===== config.mk =====
export PLATFORM = sky130hd
export DESIGN_NAME = vga_pixel_gen
export DESIGN_NICKNAME = d
export VERILOG_FILES = /design/src/rtl/vga_pixel_gen.sv
export SDC_FILE = /design/constraint.sdc
export NUM_CORES = 1
export LEC_CHECK = 0
export ABC_AREA = 1
export BUFFER_PORTS_ARGS = -buffer_cell sky130_fd_sc_hd__buf_2
export CAP_MARGIN = 20
export CORE_MARGIN = 2
export CORE_UTILIZATION = 55
export CTS_CLUSTER_SIZE = 24
export DETAILED_ROUTE_END_ITERATION = 12
export PLACE_DENSITY = 0.76
export SETUP_SLACK_MARGIN = 0.02
export SYNTH_ARGS = -nofsm -noshare
export SYNTH_HDL_FRONTEND = slang
export SYNTH_SLANG_ARGS = --single-unit

===== constraint.sdc =====
create_clock -name clk_i -period 2.2 [get_ports clk_i]
set_input_delay 0.22 -clock clk_i [delete_from_list [all_inputs] [get_ports clk_i]]
set_output_delay 0.22 -clock clk_i [all_outputs]
set_load 0.01 [all_outputs]

===== src/rtl/vga_pixel_gen.sv =====
`default_nettype none
// ============================================================================
// Module : vga_pixel_gen
// Desc   : Two-stage test-pattern generator: bars, checker, bouncing box, solid.
//          Define PIXEL_GEN_BORDER_EN to force a white 1-px display border.
// Rev    : 1.0  initial release
// ============================================================================
module vga_pixel_gen #(
  parameter int BOX_SIZE = 32,
  parameter int STEP     = 2
) (
  input  logic        clk_i,
  input  logic        rst_ni,
  input  logic [9:0]  xcol_i,
  input  logic [9:0]  yrow_i,
  input  logic        disp_active_i,
  input  logic        hsync_i,
  input  logic        vsync_i,
  input  logic [1:0]  mode_i,
  input  logic [11:0] color_i,
  input  logic        freeze_i,
  output logic [11:0] rgb_o,
  output logic        hsync_o,
  output logic        vsync_o,
  output logic        disp_active_o
);

  localparam logic [1:0]  c_mode_bars    = 2'd0;
  localparam logic [1:0]  c_mode_checker = 2'd1;
  localparam logic [1:0]  c_mode_box     = 2'd2;
  localparam logic [10:0] c_x_max        = 11'(640 - BOX_SIZE);
  localparam logic [10:0] c_y_max        = 11'(480 - BOX_SIZE);
  localparam logic [10:0] c_step         = 11'(STEP);
  localparam logic [9:0]  c_step_10      = 10'(STEP);
  localparam logic [10:0] c_box          = 11'(BOX_SIZE);

  logic [9:0]  r_x1;
  logic [9:0]  r_y1;
  logic        r_de1;
  logic        r_hs1;
  logic        r_vs1;
  logic        r_vs_prev;
  logic [1:0]  r_mode;
  logic [11:0] r_color;
  logic [9:0]  r_box_x;
  logic [9:0]  r_box_y;
  logic        r_dir_x;
  logic        r_dir_y;

  logic        w_tick;
  logic [10:0] w_x_ext;
  logic [10:0] w_y_ext;
  logic [10:0] w_x_fwd;
  logic [10:0] w_y_fwd;
  logic [9:0]  w_x_bwd;
  logic [9:0]  w_y_bwd;
  logic [10:0] w_x_end;
  logic [10:0] w_y_end;
  logic        w_in_box;
  logic [11:0] w_bar;
  logic [11:0] w_checker;
  logic [11:0] w_pattern;
  logic [11:0] w_pixel;

  // Stage 1: timing inputs, plus the previous stage-1 vsync for edge detection
  always_ff @(posedge clk_i or negedge rst_ni) begin
    if (!rst_ni) begin
      r_x1      <= '0;
      r_y1      <= '0;
      r_de1     <= 1'b0;
      r_hs1     <= 1'b1;
      r_vs1     <= 1'b1;
      r_vs_prev <= 1'b1;
    end else begin
      r_x1      <= xcol_i;
      r_y1      <= yrow_i;
      r_de1     <= disp_active_i;
      r_hs1     <= hsync_i;
      r_vs1     <= vsync_i;
      r_vs_prev <= r_vs1;
    end
  end

  assign w_tick = r_vs1 & ~r_vs_prev;

  always_ff @(posedge clk_i or negedge rst_ni) begin
    if (!rst_ni) begin
      r_mode  <= c_mode_bars;
      r_color <= 12'h000;
    end else if (w_tick) begin
      r_mode  <= mode_i;
      r_color <= color_i;
    end
  end

  assign w_x_ext = {1'b0, r_box_x};
  assign w_y_ext = {1'b0, r_box_y};
  assign w_x_fwd = w_x_ext + c_step;
  assign w_y_fwd = w_y_ext + c_step;
  assign w_x_bwd = r_box_x - c_step_10;
  assign w_y_bwd = r_box_y - c_step_10;

  // Box bounces off the edges by clamping to the limit and reversing direction
  always_ff @(posedge clk_i or negedge rst_ni) begin
    if (!rst_ni) begin
      r_box_x <= '0;
      r_box_y <= '0;
      r_dir_x <= 1'b1;
      r_dir_y <= 1'b1;
    end else if (w_tick && !freeze_i) begin
      if (r_dir_x) begin
        if (w_x_fwd >= c_x_max) begin
          r_box_x <= c_x_max[9:0];
          r_dir_x <= 1'b0;
        end else begin
          r_box_x <= w_x_fwd[9:0];
        end
      end else begin
        if (w_x_ext <= c_step) begin
          r_box_x <= '0;
          r_dir_x <= 1'b1;
        end else begin
          r_box_x <= w_x_bwd;
        end
      end
      if (r_dir_y) begin
        if (w_y_fwd >= c_y_max) begin
          r_box_y <= c_y_max[9:0];
          r_dir_y <= 1'b0;
        end else begin
          r_box_y <= w_y_fwd[9:0];
        end
      end else begin
        if (w_y_ext <= c_step) begin
          r_box_y <= '0;
          r_dir_y <= 1'b1;
        end else begin
          r_box_y <= w_y_bwd;
        end
      end
    end
  end

  always_comb begin
    w_bar = 12'h000;
    if      (r_x1 < 10'd80)  w_bar = 12'hFFF;
    else if (r_x1 < 10'd160) w_bar = 12'hFF0;
    else if (r_x1 < 10'd240) w_bar = 12'h0FF;
    else if (r_x1 < 10'd320) w_bar = 12'h0F0;
    else if (r_x1 < 10'd400) w_bar = 12'hF0F;
    else if (r_x1 < 10'd480) w_bar = 12'hF00;
    else if (r_x1 < 10'd560) w_bar = 12'h00F;
    else                     w_bar = 12'h000;
  end

  assign w_checker = (r_x1[5] ^ r_y1[5]) ? 12'hFFF : 12'h000;
  assign w_x_end   = w_x_ext + c_box;
  assign w_y_end   = w_y_ext + c_box;
  assign w_in_box  = (r_x1 >= r_box_x) && ({1'b0, r_x1} < w_x_end) &&
                     (r_y1 >= r_box_y) && ({1'b0, r_y1} < w_y_end);

  always_comb begin
    w_pattern = r_color;
    case (r_mode)
      c_mode_bars:    w_pattern = w_bar;
      c_mode_checker: w_pattern = w_checker;
      c_mode_box:     w_pattern = w_in_box ? 12'hF00 : 12'h00F;
      default:        w_pattern = r_color;
    endcase
  end

`ifdef PIXEL_GEN_BORDER_EN
  logic w_border;
  assign w_border = (r_x1 == 10'd0) || (r_x1 == 10'd639) ||
                    (r_y1 == 10'd0) || (r_y1 == 10'd479);
  assign w_pixel  = w_border ? 12'hFFF : w_pattern;
`else
  assign w_pixel  = w_pattern;
`endif

  // Stage 2: colour and the delayed timing signals leave together
  always_ff @(posedge clk_i or negedge rst_ni) begin
    if (!rst_ni) begin
      rgb_o         <= 12'h000;
      hsync_o       <= 1'b1;
      vsync_o       <= 1'b1;
      disp_active_o <= 1'b0;
    end else begin
      rgb_o         <= r_de1 ? w_pixel : 12'h000;
      hsync_o       <= r_hs1;
      vsync_o       <= r_vs1;
      disp_active_o <= r_de1;
    end
  end

endmodule
`default_nettype wire


==> flow_metrics.py, run 1 <==
metrics = {
    "grt": {
        "antenna_found_initial": 0,
        "grt-ovfl-total": 0,
        "grt_util_all_layers": 0.2568,
        "first_global_vias": 3971,
        "grt_pass1_wl_um": 17640,
        "grt_start_max_net_pins": 71,
    },
    "power": {
        "ir_drop_uv": 500.9,
        "p_per_area_mw_per_mm2": 943.7,
        "power_leakage_nw": 2.826,
    },
    "floorplan": {
        "die_area_mm2": 0.008763,
        "num_rows": 32,
        "initial_utilization": 0.5686,
        "coreArea_mm2": 0.007767,
        "die_y_um": 93.61,
        "die_w_um": 93.61,
        "ios": 55,
    },
    "synth": {
        "avgSynthCellArea_um2": 7.845,
        "yosysTopAreaCellShare": 0.3626,
        "yosys-top-cells-area": "dfrtp_1 36%, nand2_1 13%, ha_1 11%, inv_1 5.0%, nor2_1 4.6%",
        "ys_warn_count": 0,
        "syn_inst": 563,
        "seq_area_frac_synth": 0.3983,
        "ys_ff_latch": 70,
        "post_synth_num_cell_types": 33,
        "synth_area_leader_cell": "dfrtp_1",
        "syn_nets": 641,
        "synth_area_mm2": 0.004417,
    },
    "hold_path": {
        "min_path_cells": 3,
        "holdCritPathClass": "in -> reg",
    },
    "setup_path": {
        "slowest_delay_ns": 0.47,
        "worstPathCellList": "ha_4 -> nand2_2 -> nor2_2 -> xor2_1 -> ha_1 -> inv_1 -> nor2_1 -> o21ai_1 -> nand3_1 -> nor2_2 -> nand2_1 -> nand3_2 -> nand2_1 -> inv_1",
        "crit_arrival_ns": 2.41,
        "r2r_cells": 14,
        "critPathLaunchType": "flip-flop",
        "worstPathMaxFanout": 5,
        "end_kind": "flip-flop",
        "setup.worst_path.class": "reg -> reg",
        "slowest_stage": "dfrtp_2",
        "cp.required_ns": 2.50,
    },
    "place": {
        "hpwlAfterDp_um": 7421,
        "dp_slack_ns": 0.03143,
        "port_buffers": 52,
        "gp_congestion": 0.9461,
    },
    "clock_tree": {
        "clock-sinks": 70,
        "htree_levels": 3,
        "cts_buffers": 9,
        "cts_tree": "built",
        "clk_pin_slew_ns": 0.09,
        "clockRootBuffer": "clkbuf_8",
        "clk_path_buf_depth": 2,
        "worstSkewPairLatency_ns": 0.36,
    },
    "layout": {
        "syn_to_final_growth_pct": 23.23,
        "layout_common_cells": "154 x nand2_1, 60 x dfrtp_1, 58 x inv_1, 52 x buf_2, 50 x nor2_1",
        "multi_input_area_mm2": 0.002467,
        "fill_cells": 591,
        "n_antenna_cell": 0,
        "fin_nets": 736,
        "regArea_mm2": 0.001764,
        "drive_above_1_share": 0.2323,
        "layout_commonest_cell": "nand2_1",
        "final_util": 0.7007,
    },
    "timing": {
        "finalHoldViolations": 0,
        "max_freq_mhz": 473.9,
        "finalCritPeriodShare": 0.9593,
        "period_needed_ns": 2.110,
        "rsz0062_at_grt": "yes",
        "setup-violations-final": 0,
        "holdWs_ns": 0.06044,
        "worst_slew_pin_slew_ns": 0.4670,
        "worst_slack_ns": 0.08964,
        "drv_slew": 0,
        "relSlewSlack": 0.6858,
        "finClkSkew_ns": 0.01620,
    },
    "route": {
        "via_per_inst": 5.150,
        "drt_iter0_drc": 182,
        "wl_um": 10480,
        "ant_nets": 0,
        "remaining_drc_errors": 0,
        "first_pass_iters": 5,
        "via_count": 3940,
        "wl_per_cell_um": 13.70,
    },
    "flow_run": {
        "drv_cap": 0,
    },
    "run_status": {
        "outcome": "finished clean",
    },
}
==> path summary, 6_finish.rpt <==
check,start,slack [ns],endpoint
setup / recovery,r_box_y[6],0.09,rgb_o[9]
hold / removal,mode_i[1],0.06,r_mode[1]
setup reg to reg,r_box_y[6],0.09,rgb_o[9]
hold reg to reg,r_hs1,0.36,hsync_o
max in group asynchronous,rst_ni,1.45,r_hs1
min in group asynchronous,rst_ni,0.40,r_box_y[6]
==> power by group <==
| part | internal, mW | switching (mW) |
|---|---|---|
| sequential | 1.50 | 0.249 |
| combinational | 0.997 | 1.37 |
| clock | 0.458 | 0.565 |
| total | 2.95 | 2.18 |
==> sequential cells by signal, indices dropped and copies added, names as in the netlist <==
signal,cells
r_dir_y,1
hsync_o,1
rgb_o,12
r_y1,9
r_hs1,1
r_box_x,9
r_mode,2
r_vs1,1
r_dir_x,1
r_de1,1
r_color,12
r_x1,9
disp_active_o,1
vsync_o,1
r_box_y,9
==> per-layer routing <==
layer  global-route usage  up-vias  part of all wire  routed length (µm)
met1               0.3244     1819              0.44                4575
met5                    0        -                 0                   0
met2               0.4424      118              0.50                5237
met4              0.08575        0             0.017                 177
met3              0.05077       20             0.047                 490
li1                     -     1983                 -                   -
==> kinds of logic after synthesis <==
kind of cell,share of synthesized area
buffers and inverters,0.06884
AOI/OAI and AO/OA,0.08924
xor gates and xnor gates,0.05326
and+or+nand+nor,0.2827
adders and majority gates,0.1076
DFF,0.3983
==> worst max-delay path, delay by kind of cell (launching register included) <==
family,cells,cell delay [ns]
buffers and inverters,2,0.11
DFF,1,0.47
adders and majority gates,2,0.49
xor gates and xnor gates,1,0.16
and+or+nand+nor,8,0.64
AOI/OAI and AO/OA,1,0.16
==> per-stage QoR <==
stage | power (mW) | setup TNS, ns | instance area, µm² | std cells
floorplan | 3.273 | 0 | 4417 | 563
global placement | 3.761 | 0 | 4892 | 724
detailed placement | 3.856 | 0 | 4892 | 724
CTS | 4.928 | 0 | 5303 | 762
global route | 5.570 | -0.1617 | 5443 | 765
finish | 5.136 | 0 | 5443 | 765
==> synthesized netlist by cell type <==
master    instances
o21ai_0          16
o211ai_1          3
dfrtp_1          64
nand4_1           4
or2_2             3
buf_4             3
a22oi_1           2
o21bai_1          1
a21oi_1          27
dfstp_2           6
nand3b_1          3
nand2_1         156
clkbuf_1          6
nor2_4            5
inv_1            59
a211oi_1          1
a21o_1            2
nand2_2           4
o21a_1            1
ha_1             38
nand3_2           5
nor2_1           54
o21ai_1           9
a21boi_0          1
nand3_1          40
nor3_1            5
nor2_2            6
xnor2_1           3
xor2_1           22
xor2_2            1
inv_2            10
o21bai_4          1
a21oi_4           2
==> layout make-up <==
cell class,count,share of cell area
repair buffers,93,0.1168
inverters,69,0.04759
flip-flops and latches,70,0.3241
multi-input cells,415,0.4533
well taps,102,0.02345
clock inverters,6,0.009425
clock buffers,10,0.02529
==> repair_timing <==
action | 4_1_cts | 5_1_grt
gates resized for setup | 1 | 26
endpoints found under the hold margin | 85 | 0
hold buffers | 22 | 0
endpoints found under the setup margin | 8 | 8
pin swaps | 0 | 24
setup buffers | 0 | 3
Note: power is estimated with default switching activity, not from simulation.
==> inputs of run 2 (changes only) <==
--- a/config.mk
+++ b/config.mk
@@ -12,6 +12,7 @@
 export CORE_UTILIZATION = 55
 export CTS_CLUSTER_SIZE = 24
 export DETAILED_ROUTE_END_ITERATION = 12
+export HOLD_SLACK_MARGIN = 0.12
 export PLACE_DENSITY = 0.76
 export SETUP_SLACK_MARGIN = 0.02
 export SYNTH_ARGS = -nofsm -noshare
==> constraint.sdc (replaced) <==
create_clock -name clk_i -period 2.1 [get_ports clk_i]
set_input_delay 0.21 -clock clk_i [delete_from_list [all_inputs] [get_ports clk_i]]
set_output_delay 0.21 -clock clk_i [all_outputs]
set_load 0.01 [all_outputs]
==> run 2 against run 1 <==
Cell count rose by 3.3%. First-iteration DRC count is 3.8% higher. Non-clock buffer count rose by 25. Highest routed layer unchanged. The flow now finishes with violations (negative setup slack). Via count rose by 5.0%. Combinational power grew 12%.
==> flow_metrics.py, run 2 (same netlist as run 1, synthesis figures left out) <==
metrics = {
    "timing": {
        "setup-violations-final": 4,
        "setup_tns_ns": -0.07608,
        "drv_slew": 0,
        "worst_slew_pin_slew_ns": 0.5626,
        "finalHoldViolations": 0,
        "finClkSkew_ns": 0.01571,
        "finalCritPeriodShare": 1.018,
        "max_freq_mhz": 467.9,
        "relSlewSlack": 0.6245,
        "worst_slack_ns": -0.03723,
        "rsz0062_at_grt": "yes",
        "period_needed_ns": 2.137,
    },
    "setup_path": {
        "end_kind": "flip-flop",
        "cp.required_ns": 2.36,
        "worstPathMaxFanout": 4,
        "critPathLaunchType": "flip-flop",
        "crit_arrival_ns": 2.40,
        "setup.worst_path.class": "reg -> reg",
    },
    "layout": {
        "fin_nets": 761,
        "layout_common_cells": "149 x nand2_1, 62 x dfrtp_1, 53 x inv_1, 52 x buf_2, 51 x nor2_1",
        "fin_area_mm2": 0.005709,
        "fill_cells": 561,
        "layout_commonest_cell": "nand2_1",
        "syn_to_final_growth_pct": 29.26,
        "n_antenna_cell": 0,
        "top_regs": "r_color x12, rgb_o x12",
        "drive_above_1_share": 0.2515,
    },
    "route": {
        "ant_nets": 0,
        "first_pass_iters": 5,
        "remaining_drc_errors": 0,
        "wl_um": 11480,
        "drt_iter0_drc": 189,
        "via_count": 4136,
        "via_per_inst": 5.235,
        "wl_per_cell_um": 14.53,
    },
    "grt": {
        "first_global_vias": 4166,
        "grt_util_met1": 0.3501,
        "grt_util_all_layers": 0.2832,
        "grt_busiest_layer": "met2",
        "grt_pass1_wl_um": 19250,
        "use_met3": 0.05479,
        "use_met2": 0.4886,
        "grt_start_max_net_pins": 71,
        "grt-ovfl-total": 0,
        "antenna_found_initial": 0,
    },
    "clock_tree": {
        "clock-sinks": 70,
        "clk_pin_slew_ns": 0.09,
        "worstSkewPairLatency_ns": 0.36,
        "cts_buffers": 9,
        "htree_levels": 3,
        "cts_tree": "built",
        "clk_path_buf_depth": 2,
        "clockRootBuffer": "clkbuf_8",
    },
    "place": {
        "hpwlAfterDp_um": 7441,
        "dp_slack_ns": -0.07206,
        "placed_cell_area_mm2": 0.004967,
        "port_buffers": 52,
        "gp_congestion": 0.9519,
    },
    "floorplan": {
        "num_rows": 32,
        "die_w_um": 93.61,
        "initial_utilization": 0.5686,
        "die_area_mm2": 0.008763,
        "ios": 55,
        "coreArea_mm2": 0.007767,
        "die_y_um": 93.61,
    },
    "power": {
        "power_leakage_nw": 2.931,
        "ir_drop_uv": 534.3,
        "p_per_area_mw_per_mm2": 985.0,
    },
    "run_status": {
        "violations": "negative setup slack",
        "outcome": "complete, but fails checks",
    },
    "flow_run": {
        "drv_cap": 0,
    },
    "hold_path": {
        "holdCritPathClass": "in -> reg",
    },
}
[run 2: cell types whose count changed in the layout (fill, tap and decap cells not counted), moves of 3 or more]
cell,change
nand2_1,-5
buf_4,+11
nand2_2,+5
dlygate4sd3_1,+14
inv_1,-5
inv_6,-3
inv_2,+5
[run 2: path summary, 6_finish.rpt]
path / start / to / slack, ns / depth (start not counted)
min reg2reg: r_hs1 / hsync_o / 0.37 / 0
min in group asynchronous: rst_ni / r_box_y[6] / 0.40 / 3
max in group asynchronous: rst_ni / r_hs1 / 1.37 / 3
min: freeze_i / r_box_y[1] / 0.34 / 4
max reg2reg: r_box_y[6] / rgb_o[10] / -0.04 / 15
max: r_box_y[6] / rgb_o[10] / -0.04 / 15
[run 2: what timing repair did]
item	4_1_cts	5_1_grt
setup endpoints to repair	8	8
hold buffers	36	0
setup buffers	2	2
gates resized for setup	12	24
endpoints found under the hold margin	99	0
pin swaps	10	23
[run 2: power breakdown]
part           leakage (nW)  switching, mW  internal [mW]
logic                  2.00           1.51           1.14
registers             0.840          0.256           1.57
clock network        0.0931          0.592          0.558
[run 2: critical path, cell delays in order, from the launching register on]
cell	delay, ns
dfrtp_2	0.43
inv_1	0.10
ha_4	0.27
inv_2	0.04
ha_4	0.25
inv_1	0.05
nor2_2	0.15
nand3_1	0.10
nand2_1	0.08
nand2_1	0.06
nand3_2	0.09
nor2_1	0.04
nand2_1	0.10
nand3_4	0.12
nand2_2	0.12
inv_2	0.04
[run 2: layout make-up]
cell class	instances	area (µm²)	area share
clock buffer	10	127.6	0.02235
sequential	70	1762	0.3086
inverter	69	259.0	0.04536
clock inverter	6	71.32	0.01249
tap	102	127.6	0.02235
timing repair buffer	118	858.3	0.1503
multi-input combinational	415	2504	0.4385
[run 2: through the flow]
| stage | cells | power, mW | utilization | hold slack [ns] |
|---|---|---|---|---|
| after floorplan | 563 | 3.429 | - | -0.08559 |
| after global placement | 734 | 4.031 | 0.6395 | 0.2615 |
| after detailed placement | 734 | 4.119 | 0.6395 | 0.2601 |
| after CTS | 788 | 5.418 | 0.7204 | 0.3207 |
| after global routing | 790 | 6.058 | 0.7350 | 0.3619 |
| final | 790 | 5.623 | 0.7350 | 0.3396 |
[run 2: per-layer routing]
layer	share of wire	vias up
met5	0	-
met4	0.022	0
met3	0.045	23
met2	0.51	118
met1	0.43	1964
li1	-	2031
